`config.mk`:
```
export PLATFORM = sky130hd
export DESIGN_NAME = fp_div_seq
export DESIGN_NICKNAME = d
export VERILOG_FILES = /design/src/rtl/fp_div_pkg.sv /design/src/rtl/fp_div_round.sv /design/src/rtl/fp_div_seq.sv
export SDC_FILE = /design/constraint.sdc
export NUM_CORES = 1
export LEC_CHECK = 0
export ABC_CLOCK_PERIOD_IN_PS = 5400
export BUFFER_PORTS_ARGS = -buffer_cell sky130_fd_sc_hd__buf_2
export CORE_ASPECT_RATIO = 1.4
export CORE_MARGIN = 5
export CORE_UTILIZATION = 60
export CTS_BUF_LIST = sky130_fd_sc_hd__clkbuf_8 sky130_fd_sc_hd__clkbuf_16
export DETAILED_ROUTE_END_ITERATION = 16
export PLACE_DENSITY = 0.8
export SYNTH_ARGS = -nofsm -noshare
export SYNTH_HDL_FRONTEND = slang
export SYNTH_SLANG_ARGS = --single-unit
```
`constraint.sdc`:
```
create_clock -name clk -period 5.4 [get_ports clk]
set_input_delay 0.54 -clock clk [delete_from_list [all_inputs] [get_ports clk]]
set_output_delay 0.54 -clock clk [all_outputs]
set_load 0.01 [all_outputs]
```
`src/rtl/fp_div_pkg.sv`:
```
// Shared types and helpers for the sequential floating-point divider:
// FSM states, status bit positions, rounding modes and special-value builders.
package fp_div_pkg;

  typedef enum logic [2:0] {
    S_IDLE,
    S_CHECK,
    S_DIVIDE,
    S_ROUND,
    S_DONE
  } state_t;

  localparam int ST_ZERO    = 0;
  localparam int ST_INF     = 1;
  localparam int ST_INVALID = 2;
  localparam int ST_TINY    = 3;
  localparam int ST_HUGE    = 4;
  localparam int ST_INEXACT = 5;
  localparam int ST_DIVZ    = 7;

  localparam logic [2:0] RND_NE = 3'd0;
  localparam logic [2:0] RND_TZ = 3'd1;
  localparam logic [2:0] RND_UP = 3'd2;
  localparam logic [2:0] RND_DN = 3'd3;
  localparam logic [2:0] RND_NU = 3'd4;
  localparam logic [2:0] RND_AW = 3'd5;

  // Builders return a 64-bit word; callers cast down to their operand width.
  function automatic logic [63:0] inf_word(input int sw, input int ew, input logic s);
    logic [63:0] w;
    w = '0;
    for (int i = 0; i < ew; i++) w = w | (64'd1 << (sw + i));
    w = w | (64'(s) << (sw + ew));
    return w;
  endfunction

  function automatic logic [63:0] qnan_word(input int sw, input int ew);
    return inf_word(sw, ew, 1'b0) | (64'd1 << (sw - 1));
  endfunction

  function automatic logic [63:0] max_word(input int sw, input int ew, input logic s);
    logic [63:0] w;
    w = inf_word(sw, ew, s) & ~(64'd1 << sw);
    for (int i = 0; i < sw; i++) w = w | (64'd1 << i);
    return w;
  endfunction

endpackage

```
`src/rtl/fp_div_round.sv`:
```
// Combinational rounding and exception packing for the divider quotient
// (hidden bit + fraction, guard, sticky) with overflow/underflow handling.
module fp_div_round
  import fp_div_pkg::*;
#(
  parameter int sig_width = 23,
  parameter int exp_width = 8
) (
  input  logic                           sign,
  input  logic signed [exp_width+1:0]    e,
  input  logic [sig_width:0]             quo,
  input  logic                           guard,
  input  logic                           sticky,
  input  logic [2:0]                     rnd,
  output logic [sig_width+exp_width:0]   z,
  output logic [7:0]                     status
);

  localparam int W   = sig_width + exp_width + 1;
  localparam int EW2 = exp_width + 2;
  localparam int MW  = sig_width + 1;
  localparam logic signed [EW2-1:0] E_TOP  = EW2'((2 ** exp_width) - 1);
  localparam logic signed [EW2-1:0] E_ZERO = '0;

  logic [2:0]            mode;
  logic                  inc, away, gs;
  logic [MW:0]           sum;
  logic [MW-1:0]         mant;
  logic signed [EW2-1:0] e_adj;
  logic [W-1:0]          inf_z, max_z;

  assign inf_z = W'(inf_word(sig_width, exp_width, sign));
  assign max_z = W'(max_word(sig_width, exp_width, sign));

  always_comb begin
    // NOTE: every variable gets a default before any branch, so no latch is inferred.
    mode   = (rnd > RND_AW) ? RND_NE : rnd;
    gs     = guard | sticky;
    inc    = 1'b0;
    away   = 1'b1;
    case (mode)
      RND_NE:  inc = guard & (sticky | quo[0]);
      RND_TZ:  away = 1'b0;
      RND_UP:  begin inc = ~sign & gs; away = ~sign; end
      RND_DN:  begin inc = sign & gs;  away = sign;  end
      RND_NU:  inc = guard;
      default: inc = gs;
    endcase

    sum = {1'b0, quo} + {{MW{1'b0}}, inc};
    if (sum[MW]) begin
      mant  = sum[MW:1];
      e_adj = e + EW2'(1);
    end else begin
      mant  = sum[MW-1:0];
      e_adj = e;
    end

    z                  = {sign, e_adj[exp_width-1:0], mant[sig_width-1:0]};
    status             = '0;
    status[ST_INEXACT] = gs;
    if (e_adj >= E_TOP) begin
      status[ST_HUGE]    = 1'b1;
      status[ST_INEXACT] = 1'b1;
      status[ST_INF]     = away;
      z                  = away ? inf_z : max_z;
    end else if (e_adj <= E_ZERO) begin
      z                  = {sign, {(W-1){1'b0}}};
      status[ST_ZERO]    = 1'b1;
      status[ST_TINY]    = 1'b1;
      status[ST_INEXACT] = 1'b1;
    end
  end

endmodule

```
`src/rtl/fp_div_seq.sv`:
```
// Iterative IEEE-754 divider, one restoring quotient bit per clock, start/done
// handshake. Optional datapath gating via DG_ctrl when FP_DIV_DG_EN is defined.
module fp_div_seq
  import fp_div_pkg::*;
#(
  parameter int sig_width = 23,
  parameter int exp_width = 8
) (
  input  logic                           clk,
  input  logic                           rst_n,
  input  logic                           start,
  input  logic [sig_width+exp_width:0]   a,
  input  logic [sig_width+exp_width:0]   b,
  input  logic [2:0]                     rnd,
`ifdef FP_DIV_DG_EN
  input  logic                           DG_ctrl,
`endif
  output logic                           busy,
  output logic                           done,
  output logic [sig_width+exp_width:0]   z,
  output logic [7:0]                     status
);

  localparam int W    = sig_width + exp_width + 1;
  localparam int EW2  = exp_width + 2;
  localparam int MW   = sig_width + 1;
  localparam int RW   = sig_width + 2;
  localparam int CW   = $clog2(sig_width + 3);
  localparam int BIAS = (2 ** (exp_width - 1)) - 1;

  state_t                state;
  logic [W-1:0]          a_r, b_r, res_z, spec_z, rnd_z;
  logic [2:0]            rnd_r;
  logic                  sign_r;
  logic signed [EW2-1:0] e_r, e_init;
  logic [MW-1:0]         mb_r, ma, mb;
  logic [RW-1:0]         rem_r, q_r, rem_sub;
  logic [CW-1:0]         cnt_r;
  logic [7:0]            res_st, spec_st, rnd_st;
  logic                  en, spec_hit, sign_q, rem_ge;

`ifdef FP_DIV_DG_EN
  assign en = DG_ctrl;
`else
  assign en = 1'b1;
`endif

  logic [exp_width-1:0] ea, eb;
  logic [sig_width-1:0] fa, fb;
  logic a_zero, b_zero, a_inf, b_inf, a_nan, b_nan;

  assign ea     = a_r[W-2:sig_width];
  assign eb     = b_r[W-2:sig_width];
  assign fa     = a_r[sig_width-1:0];
  assign fb     = b_r[sig_width-1:0];
  // Exponent zero is treated as zero whatever the fraction: subnormals flush.
  assign a_zero = (ea == '0);
  assign b_zero = (eb == '0);
  assign a_inf  = (&ea) & ~(|fa);
  assign b_inf  = (&eb) & ~(|fb);
  assign a_nan  = (&ea) & (|fa);
  assign b_nan  = (&eb) & (|fb);
  assign sign_q = a_r[W-1] ^ b_r[W-1];
  assign ma     = {1'b1, fa};
  assign mb     = {1'b1, fb};
  assign e_init = $signed({2'b00, ea}) - $signed({2'b00, eb}) + EW2'(BIAS);

  always_comb begin
    spec_hit = 1'b1;
    spec_z   = {sign_q, {(W-1){1'b0}}};
    spec_st  = '0;
    if (a_nan || b_nan || (a_zero && b_zero) || (a_inf && b_inf)) begin
      spec_z              = W'(qnan_word(sig_width, exp_width));
      spec_st[ST_INVALID] = 1'b1;
    end else if (b_zero && !a_inf) begin
      spec_z           = W'(inf_word(sig_width, exp_width, sign_q));
      spec_st[ST_INF]  = 1'b1;
      spec_st[ST_DIVZ] = 1'b1;
    end else if (a_inf) begin
      spec_z          = W'(inf_word(sig_width, exp_width, sign_q));
      spec_st[ST_INF] = 1'b1;
    end else if (a_zero || b_inf) begin
      spec_st[ST_ZERO] = 1'b1;
    end else begin
      spec_hit = 1'b0;
    end
  end

  assign rem_ge  = (rem_r >= {1'b0, mb_r});
  assign rem_sub = rem_ge ? (rem_r - {1'b0, mb_r}) : rem_r;

  fp_div_round #(.sig_width(sig_width), .exp_width(exp_width)) u_round (
    .sign   (sign_r),
    .e      (e_r),
    .quo    (q_r[RW-1:1]),
    .guard  (q_r[0]),
    .sticky (|rem_r),
    .rnd    (rnd_r),
    .z      (rnd_z),
    .status (rnd_st)
  );

  // NOTE: all state is updated with non-blocking assignments so every register samples pre-edge values.
  always_ff @(posedge clk or negedge rst_n) begin
    if (!rst_n) begin
      state  <= S_IDLE;
      busy   <= 1'b0;
      done   <= 1'b0;
      z      <= '0;
      status <= '0;
      a_r    <= '0;
      b_r    <= '0;
      rnd_r  <= '0;
      sign_r <= 1'b0;
      e_r    <= '0;
      mb_r   <= '0;
      rem_r  <= '0;
      q_r    <= '0;
      cnt_r  <= '0;
      res_z  <= '0;
      res_st <= '0;
    end else begin
      if (done) begin
        done <= 1'b0;
        busy <= 1'b0;
      end
      if (en) begin
        case (state)
          S_IDLE: if (start && !busy) begin
            a_r   <= a;
            b_r   <= b;
            rnd_r <= rnd;
            busy  <= 1'b1;
            state <= S_CHECK;
          end
          S_CHECK: begin
            sign_r <= sign_q;
            mb_r   <= mb;
            q_r    <= '0;
            cnt_r  <= '0;
            if (spec_hit) begin
              res_z  <= spec_z;
              res_st <= spec_st;
              state  <= S_DONE;
            end else begin
              // Pre-normalise so the first quotient bit is always the integer 1.
              if (ma < mb) begin
                rem_r <= {ma, 1'b0};
                e_r   <= e_init - EW2'(1);
              end else begin
                rem_r <= {1'b0, ma};
                e_r   <= e_init;
              end
              state <= S_DIVIDE;
            end
          end
          S_DIVIDE: begin
            rem_r <= {rem_sub[RW-2:0], 1'b0};
            q_r   <= {q_r[RW-2:0], rem_ge};
            cnt_r <= cnt_r + CW'(1);
            if (cnt_r == CW'(RW - 1)) state <= S_ROUND;
          end
          S_ROUND: begin
            res_z  <= rnd_z;
            res_st <= rnd_st;
            state  <= S_DONE;
          end
          S_DONE: begin
            z      <= res_z;
            status <= res_st;
            done   <= 1'b1;
            state  <= S_IDLE;
          end
          default: state <= S_IDLE;
        endcase
      end
    end
  end

endmodule
```
* Word level (Yosys, flattened, before mapping)
Index checks and enable logic that the tools add are counted.
** Storage, ports and cells
- Register bits :: 242
- Bits of input ports :: 70
** Cells by class
- Mux-type cells :: 48
- $add $sub $neg :: 7
- Bitwise gates (word level) :: 14
- Equal/unequal tests :: 13
- Order comparisons :: 5
- Reduce and logical (&&, ||, !) cells :: 26
** Operators with widths (count)
- $mux W31 :: 4
- $pmux W25 S2 :: 2
- $mux W32 :: 2
- $pmux W32 S2 :: 1
- $mux W25 :: 2
- $mux W24 :: 2
- $reduce_or A23 Y1 :: 2
- $add A24 B1 Y25 :: 1
- $ge A25 B24 Y1 :: 1
- $reduce_or A25 Y1 :: 1
- $lt A24 B24 Y1 :: 1
- $sub A24 B24 Y24 :: 1
- $mux W23 :: 1
- $mux W1 :: 21
- $mux W10 :: 2
- $logic_not A8 Y1 :: 2
- $pmux W8 S2 :: 1
- $reduce_and A8 Y1 :: 2
- $eq A3 B2 Y1 const B :: 4
- $mux W3 :: 4
- $pmux W3 S4 :: 1
- $add A10 B2 Y10 const B :: 1
- $add A9 B8 Y10 const B :: 1
- $ge A10 B9 Y1 const B :: 1
- 24 further kinds :: 52

* Depth between registers and ports, before layout
- Depth in word-level cells :: 10
- Depth in mapped cells :: 18

* Hierarchy
A second synthesis with hierarchy kept.
** Second synthesis, totals
- Cells, all modules :: 1369
- Area, all modules :: 13962.1 sq um
** Modules (own cells, without submodules)
- fp_div_seq :: cells each 1143, instances 1, sequential area each 6055.8 sq um, area an instance 12365.6 sq um
- fp_div_round :: cells each 226, instances 1, sequential area each 0.0 sq um, area an instance 1596.5 sq um

* Least setup slack after synthesis
Ideal clock, no wire load.
- Kind :: reg-to-reg
- From :: register rnd_r[1]
- To :: register res_st[5]
- Setup slack :: 1.744 ns
- Period minus slack after synthesis :: 3.656 ns
- Arrival time :: 3.535 ns
- Stages on the path, launching flop included :: 17
- Data required time :: 5.279 ns
- Cells stage by stage :: dfrtp_1 -> nand2_1 -> xor2_1 -> nor2_1 -> o31ai_1 -> ha_1 -> ha_1 -> nand2_1 -> or3_1 -> buf_2 -> nor3_2 -> mux2_2 -> o22ai_1 -> o21ai_0 -> a211oi_1 -> nand3b_1 -> a22o_1
** On the way
- Longest elaborated chain between the ends :: 10
- Elaborated cells on any way between the ends :: 15
- Classes of those cells :: add/sub: 1; order compare: 3; eq/ne: 4; mux: 6; reduce/logical: 1
** Ends and longest elaborated chain
- from (decl) :: line fp_div_seq.sv:33 : logic [2:0] rnd_r;
- from (signal assigned) :: line fp_div_seq.sv:132 : rnd_r <= rnd;
- $gt A3 B3 Y1 :: line fp_div_round.sv:37 : mode = (rnd > RND_AW) ? RND_NE : rnd;
- $mux W3 (*) :: line fp_div_round.sv:37
- $eq A3 B3 Y1, or another cell as far along :: line fp_div_round.sv:41 : case (mode)
- $pmux W1 S5 (*) :: line fp_div_round.sv:41
- $add A24 B1 Y25 (*) :: line fp_div_round.sv:50 : sum = {1'b0, quo} + {{MW{1'b0}}, inc};
- $mux W10 (*) :: line fp_div_round.sv:51 : if (sum[MW]) begin
- $le A10 B1 Y1 :: line fp_div_round.sv:67 : end else if (e_adj <= E_ZERO) begin
- $mux W1 :: line fp_div_round.sv:67
- $mux W1 (*) :: line fp_div_round.sv:62 : if (e_adj >= E_TOP) begin
- $pmux W8 S2 (*) :: line fp_div_seq.sv:128 : case (state)
- to (signal assigned) :: line fp_div_seq.sv:143 : res_st <= spec_st;
- to (signal assigned) :: line fp_div_seq.sv:165 : res_st <= rnd_st;
- to (decl) :: line fp_div_seq.sv:39 : logic [7:0] res_st, spec_st, rnd_st;
Mark *: on every way between the ends. The rest lies on a longest branch, timed or not.
A chain may end at the register's enable or synchronous reset.

* Final worst setup path
- From :: register sign_r
- To :: register res_z[3]
** On the way
- Longest elaborated chain between the ends :: 9
- Elaborated cells on any way between the ends :: 14
- Classes of those cells :: add/sub: 1; order compare: 2; mux: 8; bitwise: 3
** Ends and longest elaborated chain
- from (decl) :: line fp_div_seq.sv:34 : logic sign_r;
- from (signal assigned) :: line fp_div_seq.sv:137 : sign_r <= sign_q;
- $not A1 Y1 :: line fp_div_round.sv:44 : RND_UP: begin inc = ~sign & gs; away = ~sign; end
- $and A1 B1 Y1 :: line fp_div_round.sv:44
- $pmux W1 S5 :: line fp_div_round.sv:41
- $add A24 B1 Y25 :: line fp_div_round.sv:50
- $mux W10 :: line fp_div_round.sv:51
- $le A10 B1 Y1 :: line fp_div_round.sv:67
- $mux W31 :: line fp_div_round.sv:67
- $mux W31 (*) :: line fp_div_round.sv:62
- $pmux W32 S2 (*) :: line fp_div_seq.sv:128
- to (signal assigned) :: line fp_div_seq.sv:142 : res_z <= spec_z;
- to (signal assigned) :: line fp_div_seq.sv:164 : res_z <= rnd_z;
- to (decl) :: line fp_div_seq.sv:32 : logic [W-1:0] a_r, b_r, res_z, spec_z, rnd_z;
Marked as above.

==> metrics.txt <==
status=finished, final reports clean; Slowest-stage cell, CP=nor4_1; Reg clk slew, reported paths=~0.060 ns; row cnt=65; worst-path cell chain=nand2_1 > xor2_1 > nor2_1 > o31ai_1 > ha_1 > ha_1 > nand2_1 > or3_1 > nor4_1 > o211a_1 > o22ai_1 > o31ai_4 > nor2_4 > o211ai_2 > o211ai_1; Gate Count Post-Synth=~1400; simple-gate area share of the yosys netlist=between 10% and 20%; final worst path period share=about 82%; post-route cell area=15300 um2; EDFF count, synth=0; Antenna Nets Post-Route=0; Seq/Total Area, Yosys=43.9%; crit-path max FO=16; Placed Area=14400 um2; GP Congestion=roughly 0.94; RSZ-0062 raised after global routing=false; most frequent cells in the layout=dfrtp_1 (240), nand2_1 (136), mux2_2 (112); Slew Viols, Final=0; Worst-Skew Late Latency=between 0.5 and 0.6 ns; drt via density=6.23; CTS root buffer=clkbuf_16; pin count of the biggest net entering global routing=128; Filler cells=roughly 1900; actual slew at the worst max-slew pin=approximately 1 ns; worst r2r src=sign_r$_DFFE_PN0N_; Post-CTS Resized=0; Port Buffer Count=110; Synth Area in Adders=under 10%; Sum Neg Setup Slack=0 ns; nets=around 1600; total wire length=approximately 36000 um; DR vias=between 10000 and 15000; final setup fails=0; HPWL after detailed placement=26400 um; Setup Skew=0.0137 ns; Yosys reg bits=240; Register Area=6010 um2; initial cell density of the core=60.7%; Buf+Inv Stages, Crit Path=0; CTS tree=built; CTS Hold Bufs=0; FMAX=between 0.2 and 0.25 GHz; Pleak=roughly 7.4 nW; Mapped Area=~14000 um2; die area=roughly 26000 um2; CP delay by family, top=compound AO/OA/AOI/OAI gates; r2r worst-path depth=15; post-synthesis xor/xnor area fraction=4.10%; met1 usage in global routing=31.4%; Yosys cell types=73; largest family of logic cells by synthesized area=compound AO/OA/AOI/OAI gates; drt wl/cell=between 20 and 25 um; Critical Path RT=approximately 5.8 ns; DR pass1 iterations=6; complex-gate fraction of the synthesized area=16.1%; CTS Sinks=240; Most used DFF post-synth=dfrtp_1; 1st-iter DRT viols=approximately 700; normalized max-slew margin=between 30% and 40%; CP arrival=4.83 ns; Synth Net Count=between 1500 and 2000; min-delay worst type=in2async; Synth async-reset ratio=100%; grt met3 use=3.77%; vias in the first global route=approximately 11000; Final min period=~4.5 ns; PD cells=237 nW/um2; total gr overflow=0; Final Power=approximately 3.6 mW; CTS buffer count=24; crit path kind=reg2reg; first-pass GRT wire length=57600 um; clock tree buffer depth=3; startpoint class of the critical path=flop; Final Core Density=67.8%; crit-path max cell delay=roughly 0.62 ns; area delta synth->final=11.8%; reg-to-reg setup timing slack=0.95 ns; Remaining DRCs=0; maxcap violations=0; total global routing track utilization=approximately 28%; Core Area=~23000 um2; Mean Syn Cell Area=approximately 9.9 um2; Die Wd=between 100 and 150 um; maximum VDD drop=0.258 mV; Fin. Hold Viols=0; initial antenna violation count=0; Post CTS Setup Buffer Count=0; commonest non-fill, non-tap cell in the layout=dfrtp_1; layout cells sized above 1=between 20% and 30%; GR peak layer=met2; DIE HEIGHT=189 um; Worst setup EP type=flop; RR Endpoint=res_z[3]$_DFFE_PN0P_; I/O pin total=between 100 and 150; multiplexer share of the synthesized area=around 11%; H-tree lvl count=1; area of the multi-input gates=7110 um2; yosys warns=0; slack of the critical path=~0.95 ns; Post-Place Worst Slack=~1.0 ns; diode count=0; met2 usage=between 40% and 50%
## registers in the layout, indices dropped and copies added (netlist names)
register	flops
a_r	32
b_r	32
res_z	32
z	32
q_r	25
rem_r	25
mb_r	24
e_r	10
res_st	7
status	7
cnt_r	5
rnd_r	3
state	3
busy	1
done	1
sign_r	1
## worst reg2reg max path, stage by stage (launching register included)
cell and delay [ns]:
dfrtp_1 0.42, nand2_1 0.10, xor2_1 0.15, nor2_1 0.13, o31ai_1 0.27, ha_1 0.24
ha_1 0.22, nand2_1 0.10, or3_1 0.48, nor4_1 0.62, o211a_1 0.25, o22ai_1 0.14
o31ai_4 0.58, nor2_4 0.12, o211ai_2 0.31, o211ai_1 0.18
## cells in the mapped netlist (all sizes together), types with 28 or more instances
| cell | n | area (um2) |
|---|---|---|
| nor2 | 77 | 317 |
| nand2 | 137 | 514 |
| a22o | 38 | 333 |
| dfrtp | 240 | 6010 |
| mux2 | 112 | 1260 |
| inv | 78 | 293 |
| nand4 | 28 | 181 |
| nor3 | 36 | 201 |
| nor4 | 34 | 213 |
| xnor2 | 37 | 324 |
| a21oi | 62 | 310 |
| ha | 61 | 763 |
| o21ai | 83 | 415 |
| clkbuf | 45 | 170 |
## per-layer routing
layer | share of wire, % | up-vias
met5 | 0 | -
met4 | 6.1 | 0
met3 | 5.1 | 139
met2 | 52 | 359
met1 | 37 | 5394
li1 | - | 5127
## worst max path at each step
stage                                    start                     to  depth (start not counted)
after floorplan           rnd_r[1]$_DFFE_PN0P_  res_st[5]$_DFFE_PN0P_                         16
after global placement      sign_r$_DFFE_PN0N_   res_z[3]$_DFFE_PN0P_                         15
after detailed placement    sign_r$_DFFE_PN0N_   res_z[3]$_DFFE_PN0P_                         15
after CTS                   sign_r$_DFFE_PN0N_   res_z[3]$_DFFE_PN0P_                         15
after global routing      rnd_r[1]$_DFFE_PN0P_   res_z[3]$_DFFE_PN0P_                         15
final                       sign_r$_DFFE_PN0N_   res_z[3]$_DFFE_PN0P_                         15
## power by group
group          leakage, nW  switching (mW)  internal (mW)
Clock                0.419           0.719           1.05
Sequential            3.35               0           1.80
Combinational         3.65          0.0432         0.0200
## cells by family (layout without fill, tap and decap cells)
logic type,after synthesis,after routing
other cells,1,1
fa+ha+maj,63,63
flops,240,240
simple gates,402,402
xor+xnor,64,64
mux,138,138
buf+inv,148,242
compound gates,319,319
## stage by stage
step	instances	hold WS, ns
6_report	1770	0.0402
5_1_grt	1770	0.133
4_1_cts	1770	0.102
3_3_place_gp	1728	0.440
3_5_place_dp	1728	0.447
2_1_floorplan	1375	0.244
## final cells by class
| class | instances | share of cell area [%] |
|---|---|---|
| timing repair buffer | 122 | 4.34 |
| clock buffer | 26 | 4.18 |
| tap | 301 | 2.46 |
| clock inverter | 16 | 1.28 |
| inverter | 78 | 1.92 |
| sequential | 240 | 39.3 |
| multi-input combinational | 987 | 46.5 |
Note: power is estimated with default switching activity, not from simulation.
